[config.mk]
export PLATFORM = sky130hd
export DESIGN_NAME = tristate_bus_arbiter
export DESIGN_NICKNAME = d
export VERILOG_FILES = /design/src/rtl/tristate_bus_arbiter.sv
export SDC_FILE = /design/constraint.sdc
export NUM_CORES = 1
export LEC_CHECK = 0
export BUFFER_PORTS_ARGS = -buffer_cell sky130_fd_sc_hd__buf_2
export CAP_MARGIN = 20
export CORE_MARGIN = 4
export CORE_UTILIZATION = 30
export DETAILED_ROUTE_END_ITERATION = 8
export PLACE_DENSITY = 0.47
export SETUP_SLACK_MARGIN = 0.15
export SLEW_MARGIN = 20
export SYNTH_ARGS = -nofsm -noshare
export SYNTH_HDL_FRONTEND = slang
export SYNTH_SLANG_ARGS = --single-unit
[constraint.sdc]
create_clock -name clk -period 2.1 [get_ports clk]
set_input_delay 0.105 -clock clk [delete_from_list [all_inputs] [get_ports clk]]
set_output_delay 0.105 -clock clk [all_outputs]
set_load 0.1 [all_outputs]
[src/rtl/tristate_bus_arbiter.sv]
// Round-robin arbiter for one shared tristate net. It produces registered bufif1
// enables, a bounded hold time while others wait, and enforced dead cycles between owners.
module tristate_bus_arbiter #(
    parameter int NREQ     = 4,
    parameter int MAX_HOLD = 8,
    parameter int TURN_CYC = 1
) (
    input  logic                    clk,
    input  logic                    rst,
    input  logic [NREQ-1:0]         req,
    output logic [NREQ-1:0]         en,
    output logic [$clog2(NREQ)-1:0] owner,
    output logic                    busy,
    output logic                    timeout
);
    localparam int OW = $clog2(NREQ);
    localparam int HW = $clog2(MAX_HOLD + 1);
    localparam int TW = $clog2(TURN_CYC + 1);
    localparam logic [HW-1:0] HOLD_MAX  = HW'(MAX_HOLD);
    localparam logic [TW-1:0] TURN_LAST = TW'(TURN_CYC);

    typedef enum logic [1:0] {IDLE, GRANT, TURN} state_t;

    state_t          state_q, state_d;
    logic [NREQ-1:0] en_d;
    logic [OW-1:0]   owner_d;
    logic            busy_d;
    logic            timeout_d;
    logic [HW-1:0]   hold_q, hold_d;
    logic [OW-1:0]   last_q, last_d;
    logic [TW-1:0]   tcnt_q, tcnt_d;
    logic            start;
    logic [OW-1:0]   win;
    logic [NREQ-1:0] others;

    // Nearest requester after 'from', wrapping; 'from' itself is checked last.
    function automatic logic [OW-1:0] rr_pick(input logic [NREQ-1:0] r,
                                              input logic [OW-1:0]   from);
        logic [OW-1:0] w;
        int            idx;
        w = from;
        for (int k = NREQ; k >= 1; k--) begin
            idx = (int'(from) + k) % NREQ;
            if (r[idx]) w = OW'(idx);
        end
        return w;
    endfunction

    always_comb begin
        win       = rr_pick(req, last_q);
        others    = req & ~en;
        state_d   = state_q;
        en_d      = en;
        owner_d   = owner;
        busy_d    = busy;
        timeout_d = 1'b0;
        hold_d    = hold_q;
        last_d    = last_q;
        tcnt_d    = tcnt_q;
        start     = 1'b0;

        case (state_q)
            IDLE: start = |req;
            GRANT: begin
                if (!req[owner]) begin
                    state_d = TURN;
                    en_d    = '0;
                    busy_d  = 1'b0;
                    tcnt_d  = TW'(1);
                end else if (hold_q == HOLD_MAX) begin
                    // Revoke only when someone else is actually waiting.
                    if (|others) begin
                        state_d   = TURN;
                        en_d      = '0;
                        busy_d    = 1'b0;
                        tcnt_d    = TW'(1);
                        timeout_d = 1'b1;
                    end else begin
                        hold_d = HW'(1);
                    end
                end else begin
                    hold_d = hold_q + HW'(1);
                end
            end
            TURN: begin
                if (tcnt_q == TURN_LAST) begin
                    if (|req) start = 1'b1;
                    else      state_d = IDLE;
                end else begin
                    tcnt_d = tcnt_q + TW'(1);
                end
            end
            default: state_d = IDLE;
        endcase

        if (start) begin
            state_d = GRANT;
            en_d    = NREQ'(1) << win;
            owner_d = win;
            last_d  = win;
            busy_d  = 1'b1;
            hold_d  = HW'(1);
        end
    end

    always_ff @(posedge clk) begin
        if (rst) begin
            state_q <= IDLE;
            en      <= '0;
            owner   <= '0;
            busy    <= 1'b0;
            timeout <= 1'b0;
            hold_q  <= '0;
            last_q  <= OW'(NREQ - 1);
            tcnt_q  <= '0;
        end else begin
            state_q <= state_d;
            en      <= en_d;
            owner   <= owner_d;
            busy    <= busy_d;
            timeout <= timeout_d;
            hold_q  <= hold_d;
            last_q  <= last_d;
            tcnt_q  <= tcnt_d;
        end
    end
endmodule

* Yosys cells after proc, flatten, opt, wreduce, memory -nomap -nowiden
Index checks and enable logic that the tools add are counted.
** Word-level totals
- Register bits :: 17
- Word-level logic and storage cells :: 115
** Cells by class
- Add/sub/neg operators :: 6
- $lt $le $gt $ge :: 5
- Equality and inequality tests :: 16
- Shift-type cells :: 1
- Multiplexer cells :: 49
- Bitwise gates (word level) :: 10
- Reduce and logical (&&, ||, !) cells :: 18
** Operators by type and width (number)
- 4-bit 2-to-1 mux :: 7
- 1-bit 2-to-1 mux :: 25
- 2-bit 2-to-1 mux :: 9
- 3-bit by 4-bit < comparator with 1-bit output (second input constant) :: 4
- 3-bit inequality test (second input constant) :: 5
- 3-bit AND reduction :: 4
- 4-bit OR reduction :: 3
- 1-bit binary-select mux with 2-bit select :: 5
- 5-bit AND reduction :: 2
- 2-bit OR reduction :: 5
- 2-bit inequality test (second input constant) :: 4
- 4-bit inequality test (second input constant) :: 2
- 3-bit by 2-bit inequality test with 1-bit output (second input constant) :: 2
- 2-bit one-hot mux with 3 select lines :: 1
- 2-bit nonzero test :: 3
- 2-bit by 1-bit adder with 2-bit output (second input constant) :: 2
- 2-bit adder (second input constant) :: 2
- 4-bit by 1-bit adder with 4-bit output (second input constant) :: 1
- 1-bit AND (first input constant) :: 4
- 4-bit AND :: 1
- 4-bit == test (second input constant) :: 1
- 1-bit inverter :: 4
- 4-bit inverter :: 1
- 1-bit one-hot mux with 2 select lines :: 2
- other kinds (6) :: 6

* Longest topological paths before layout
Gate-level depths: netlist (run 1).
- Depth in word-level cells :: 12
- Depth in mapped cells :: 6
- Mapped depth without buffers :: 6

* Worst setup path after synthesis (run 1)
OpenSTA, ideal clock, no wires.
- Path kind :: reg-to-reg
- From :: register owner[0]
- To :: register en[0]
- Arrival time :: 2024 ps
- Required time :: 1965 ps
- Path slack :: -59 ps
- Stages on the path, launching flop included :: 4
- Path buffers :: 0
- Clock period less this slack :: 2159 ps
- Cell sequence :: dfxtp_1 mux4_2 a21boi_1 o32ai_1
** On the way
- Cells in the longest elaborated chain, start to end :: 5
- Elaborated cells between the ends (all ways) :: 8
- Classes of those cells :: eq/ne: 2; mux: 5; reduce/logical: 1
** RTL lines
- start: declaration :: RTL line 12 : output logic [$clog2(NREQ)-1:0] owner,
- start signal: assignment :: RTL line 119 : owner <= owner_d;
- 1-bit binary-select mux with 2-bit select (*) :: RTL line 65 : if (!req[owner]) begin
- 1-bit 2-to-1 mux (implied by the code) (*) :: RTL line 65
- 4-bit 2-to-1 mux :: RTL line 65
- 4-bit 2-to-1 mux :: RTL line 62 : case (state_q)
- 4-bit 2-to-1 mux :: RTL line 96 : if (start) begin
- end signal: assignment :: RTL line 118 : en <= en_d;
- end: declaration :: RTL line 11 : output logic [NREQ-1:0] en,
Every way passes the cells marked *; elsewhere a longest branch is shown, timed or not. The select of a mux whose other input is x is not followed.
A chain may end at the register's enable or synchronous reset.

* Final worst setup path (run 1)
- From :: register owner[0]
- To :: register en[2]
Same word-level chain as after synthesis.

==> summary.txt, run 1 <==
STA
  • Setup tns final: 0 ns
  • Worst Tran Pin Value: 0.4725 ns
  • Fin worst setup slack: 0.4745 ns
  • Slew Limit Fails: 0
  • Final Hold Fails: 0
  • Final setup viols: 0
  • Unrepaired setup endpoints after global routing: false
  • Relative slew slack: 0.6821
  • Period minus WS final: 1.625 ns
  • Final worst-path cycle share: 0.7740
  • Worst hold slack: 0.09040 ns
  • Clock skew: 0.005604 ns
  • Max frequency: 615.2 MHz

Placed design
  • Placed inst area: 1008 sq um
  • Pre-CTS setup slack: 0.5197 ns
  • Hpwl dp: 1621 microns
  • Global placement routability congestion: 0.7607
  • IO Port Bufs: 13

Worst hold path
  • Hold Path Depth: 2
  • Hold Path Origin: rst
  • Hold Path Sink: hold_q[0]
  • HP Class: primary input to register

Clock network
  • # hold bufs at CTS: 0
  • # Post-CTS Setup Buffers: 0
  • Clock Sinks: 17
  • CTS tree: built
  • CTS resizes: 0
  • Clk Tree Root Cell: clkbuf_4
  • Clk slew on worst S/H paths: 0.11 ns
  • Htree depth: 1
  • Total CTS buffers: 3
  • CTS Buffer Depth: 2
  • Clock latency on the worst-skew pair: 0.29 ns

Synth
  • Mapped Area: 900.9 sq um
  • Synth Flop Type: dfxtp_1
  • Main combinational cell family by area after synthesis: simple AND/OR/NAND/NOR gates
  • Post-synth ARST share: 0
  • Adder-cell share of the synthesized area: 0.02778
  • Avg Cell Area, Syn: 9.192 sq um
  • Top post-synthesis cells by area: dfxtp_1 38%, a21oi_1 4.4%, nand3_1 3.9%
  • YS warnings: 0
  • Yosys top cell area share: 0.3778
  • Post-Synthesis Cells: 98
  • Sequential-to-total area share from yosys stat: 0.3778
  • Post-synth EDFFs: 0
  • Synth Area in Simple Gates: 0.2875
  • Compound-Gate Fraction of Synth Area: 0.2417
  • Synthesized net count: 106
  • Seq cells post-synth: 17
  • Synth area leader: dfxtp_1
  • Synth unique cells: 37
  • Post-synthesis mux area share: 0.03611
  • Post-Synth XOR/XNOR Area: 0

Drt
  • Initial DRC Count: 43
  • Drt via density: 5.441
  • DRT Pass-1 Iters: 4
  • # DRC: 0
  • Vias: 789
  • Post-route ant nets: 0
  • WL final: 2174 microns
  • DR WL/cell: 14.99 microns

Power and ir drop
  • Combinational share of power: 0.429
  • LEAKAGE: 0.4070 nW
  • Pwr Density: 1007 nW/um^2
  • Sw frac: 0.4666
  • Clock power frac: 0.173
  • Internal: 0.5567 mW
  • Sequential power share: 0.398
  • Net load switching power: 0.4870 mW
  • Maximum vdd ir drop: 285.4 uV

Setup path
  • Kind of critical path: register to register
  • Setup crit end kind: register
  • FF-to-FF Start: owner[0]
  • Crit path launch type: register
  • Reg2reg setup slack: 0.47 ns
  • Crit Reg-Reg Endpoint: en[2]
  • R2R depth: 3
  • WP data arrival: 1.79 ns
  • CP Data Required Time: 2.26 ns
  • CP Max Fanout: 5

Global route
  • Grt total ovfl: 0
  • Pin count of the biggest net entering global routing: 11
  • First-pass GRT wire length: 3774 microns
  • Total global-route track usage: 0.1220
  • Number of global-route vias before repair: 807
  • Initial antenna violation count: 0

Floorplan
  • Die X-Extent: 62.80 microns
  • # rows: 19
  • Die height: 62.80 microns
  • Num ports: 14
  • Initial Util: 0.3211
  • Die ar.: 3944 sq um
  • Core area: 2805 sq um

Cells and area
  • Fraction of layout cells with a size suffix above 1: 0.2719
  • Design area: 1036 sq um
  • Commonest non-fill, non-tap cell in the layout: buf_2
  • Commonest cells after routing, fill and taps aside: 13 x buf_2, 11 x dfxtp_1, 8 x a21oi_1, 7 x nand3_1
  • Ant diodes: 0
  • Synth-to-Final Area Change: 15.00%
  • Layout Utilization: 0.3693
  • Final nets: 123

Run
  • MaxCap Viol Count: 0

Run status
  • Outcome: completed
## worst max-delay path by stage
| stage | startpoint | end | slack [ns] | depth (start not counted) |
|---|---|---|---|---|
| floorplan | owner[0] | en[0] | 0.28 | 3 |
| CTS | owner[0] | en[2] | 0.49 | 3 |
| global placement | owner[0] | en[2] | 0.54 | 3 |
| finish | owner[0] | en[2] | 0.47 | 3 |
| global route | hold_q[0] | en[2] | 0.33 | 6 |
| detailed placement | owner[0] | en[1] | 0.52 | 3 |
## synthesized netlist by cell type, drive strengths merged (3+ instances only)
cell     n
dfxtp   17
nor3     3
o21ai    4
nand2b   4
a21oi    8
nand2    6
o32ai    4
inv      5
nor2     6
nand3    8
nor2b    5
## kinds of logic after synthesis
group                      Yosys count
buffers and inverters                7
AOI/OAI and AO/OA                   28
DFF                                 17
and+or+nand+nor                     42
adders and majority gates            2
muxes                                2
## metal layers
layer	global-route usage	up-vias	part of all wire
li1	-	401	-
met1	0.1410	375	0.49
met4	0.05785	0	0.0092
met5	0	-	0
met3	0.03058	2	0.029
met2	0.2091	11	0.47
## sequential cells by signal (all words and copies together), names as in the netlist
| name | flops |
|---|---|
| last_q | 2 |
| tcnt_q | 1 |
| busy | 1 |
| state_q | 2 |
| timeout | 1 |
| owner | 2 |
| hold_q | 4 |
| en | 4 |
## stage by stage
stage / power [mW] / std cells
global route: 1.114 / 145
global placement: 0.8720 / 141
CTS: 1.056 / 145
detailed placement: 0.8723 / 141
floorplan: 0.7809 / 98
finish: 1.044 / 145
## area by class of cell
type                    instances  area (sq um)
inverters                       6         22.52
multi-input cells              74         534.3
clock buffers                   3         22.52
well taps                      31         38.79
repair buffers                 13         65.06
flip-flops and latches         17         347.8
clock inverters                 1         5.005
fillers                       311          1769
## power by group through the flow
stage	registers, mW	logic (mW)	clock network, mW
final	0.416	0.448	0.180
after global routing	0.426	0.482	0.206
after CTS	0.417	0.450	0.189
after detailed placement	0.425	0.447	0
after global placement	0.423	0.449	0
after floorplan	0.593	0.188	0
## critical path, stage by stage, from the launching register on
cell,delay [ns]
dfxtp_2,0.36
mux4_2,0.58
a21boi_1,0.42
o32ai_1,0.13
Note: power is estimated with default switching activity, not from simulation.
==> run 2: changes to the inputs <==
- clock period: 2.1 -> 1.5 ns (I/O delays scaled with it)
==> run 2 against run 1 <==
Effect of this change: sequential share of layout area is 2.9 points lower; routed wire length is 5.0% higher; maximum frequency is 11% higher; cell count is 5.5% higher; die area stayed put; critical endpoint is now en[1]; critical path depth stayed put; sequential cell count stayed put; clock-buffer cell count is 1 higher; first-iteration DRC count is 23% lower; combinational power is 72% higher; critical path type unchanged.
==> summary.txt, run 2 (same netlist as run 1, synthesis figures left out) <==
Setup path
  • WP data arrival: 1.64 ns (was 1.79 ns)
  • Crit path launch type: register (unchanged)
  • Kind of critical path: register to register (unchanged)
  • Setup crit end kind: register (unchanged)
  • CP Data Required Time: 1.67 ns (was 2.26 ns)
  • CP Max Fanout: 5 (unchanged)

Drt
  • Drt via density: 5.405 (was 5.441)
  • DRT Pass-1 Iters: 4 (unchanged)
  • Vias: 827 (was 789)
  • # DRC: 0 (unchanged)
  • DR WL/cell: 14.92 microns (was 14.99 microns)
  • Post-route ant nets: 0 (unchanged)
  • WL final: 2282 microns (was 2174 microns)
  • Initial DRC Count: 33 (was 43)

Floorplan
  • Initial Util: 0.3211 (unchanged)
  • Num ports: 14 (unchanged)
  • Die ar.: 3944 sq um (unchanged)
  • Die X-Extent: 62.80 microns (unchanged)
  • # rows: 19 (unchanged)
  • Die height: 62.80 microns (unchanged)
  • Core area: 2805 sq um (unchanged)

Clock network
  • CTS Buffer Depth: 2 (unchanged)
  • Clk slew on worst S/H paths: 0.10 ns (was 0.11 ns)
  • Htree depth: 1 (unchanged)
  • Total CTS buffers: 3 (unchanged)
  • CTS tree: built (unchanged)
  • Clock latency on the worst-skew pair: 0.29 ns (about the same)
  • Clk Tree Root Cell: clkbuf_4 (unchanged)
  • Clock Sinks: 17 (unchanged)

Power and ir drop
  • Pwr Density: 1339 nW/um^2 (was 1007 nW/um^2)
  • Maximum vdd ir drop: 342.7 uV (was 285.4 uV)
  • Pwr Total: 1.597 mW (was 1.044 mW)
  • LEAKAGE: 0.4668 nW (was 0.4070 nW)

Cells and area
  • Fill count: 282 (was 311)
  • Layout Utilization: 0.4251 (was 0.3693)
  • Regs by FF count: en: 4 flops, hold_q: 4 flops (unchanged)
  • Fraction of layout cells with a size suffix above 1: 0.4262 (was 0.2719)
  • Commonest cells after routing, fill and taps aside: 13 x buf_2, 9 x dfxtp_1, 8 x a21oi_1, 7 x buf_4 (was 13 x buf_2, 11 x dfxtp_1, 8 x a21oi_1, 7 x nand3_1)
  • Final nets: 131 (was 123)
  • Commonest non-fill, non-tap cell in the layout: buf_2 (unchanged)
  • Synth-to-Final Area Change: 32.36% (was 15.00%)
  • Ant diodes: 0 (unchanged)

STA
  • Clock skew: 0.003635 ns (was 0.005604 ns)
  • Final setup viols: 0 (unchanged)
  • Worst Tran Pin Value: 0.5244 ns (was 0.4725 ns)
  • Worst hold slack: 0.06896 ns (was 0.09040 ns)
  • Max frequency: 682.6 MHz (was 615.2 MHz)
  • Period minus WS final: 1.465 ns (was 1.625 ns)
  • Final Hold Fails: 0 (unchanged)
  • Unrepaired setup endpoints after global routing: true (was false)
  • Slew Limit Fails: 0 (unchanged)
  • Final worst-path cycle share: 0.9766 (was 0.7740)
  • Relative slew slack: 0.6496 (was 0.6821)

Global route
  • Pin count of the biggest net entering global routing: 10 (was 11)
  • First-pass GRT wire length: 3753 microns (was 3774 microns)
  • Total global-route track usage: 0.1210 (was 0.1220)
  • Grt total ovfl: 0 (unchanged)
  • Number of global-route vias before repair: 779 (was 807)
  • Initial antenna violation count: 0 (unchanged)

Run status
  • Outcome: completed (unchanged)

Run
  • MaxCap Viol Count: 0 (unchanged)

Worst hold path
  • HP Class: primary input to register (unchanged)

Placed design
  • Hpwl dp: 1690 microns (was 1621 microns)
  • Global placement routability congestion: 0.7701 (was 0.7607)
  • IO Port Bufs: 13 (unchanged)
[run 2: cell types whose count changed in the layout (fill, tap and decap cells not counted), moves of 2 or more]
cell,change
buf_4,+7
dfxtp_4,+6
dfxtp_2,-4
dfxtp_1,-2
o32ai_1,-2
o32ai_2,+2
[run 2: report_power, final]
| part | switching (mW) | leakage, nW | total (mW) | internal [mW] |
|---|---|---|---|---|
| Sequential | 0.0517 | 0.144 | 0.582 | 0.530 |
| Combinational | 0.526 | 0.308 | 0.770 | 0.244 |
| Clock | 0.142 | 0.0150 | 0.245 | 0.103 |
[run 2: cell type report]
type                    instances  area [sq um]  share of cell area
clock buffers                   4         26.28             0.02204
multi-input cells              74         608.1              0.5100
well taps                      31         38.79             0.03253
flip-flops and latches         17         365.4              0.3064
inverters                       6         25.02             0.02099
repair buffers                 21         128.9              0.1081
[run 2: repair_timing]
action | CTS | global route
hold buffers | 0 | 0
buffers inserted | 1 | 1
gates cloned | 0 | 0
resized for setup | 4 | 12
setup endpoints to repair | 12 | 14
pin swaps | 3 | 3
[run 2: per-layer routing]
metal	up-vias	wire, microns	GRT usage
li1	421	-	-
met1	382	1088	0.1598
met2	22	1071	0.1877
met3	2	101	0.02878
met4	0	21	0.04959
met5	-	0	0
[run 2: stage by stage]
step	worst slack (ns)	instance area [sq um]	std cells	setup TNS, ns
finish	0.03503	1192	153	0
global route	-0.01604	1192	153	-0.03412
CTS	0.04795	1126	152	0
detailed placement	0.05043	1077	147	0
global placement	0.04083	1077	147	0
floorplan	-0.08684	932.1	98	-0.4876
[run 2: critical path: stages, from the launching register on]
cell and delay (ns):
dfxtp_4 0.37, mux4_2 0.60, a21boi_4 0.26, o32ai_1 0.11
[run 2: path summary, 6_finish.rpt]
kind / start / endpoint / slack [ns] / cells past startpoint
setup / recovery: owner[0] / en[1] / 0.04 / 3
hold / removal: rst / owner[1] / 0.07 / 2
setup reg to reg: owner[0] / en[1] / 0.04 / 3
hold reg to reg: busy / busy / 0.47 / 2
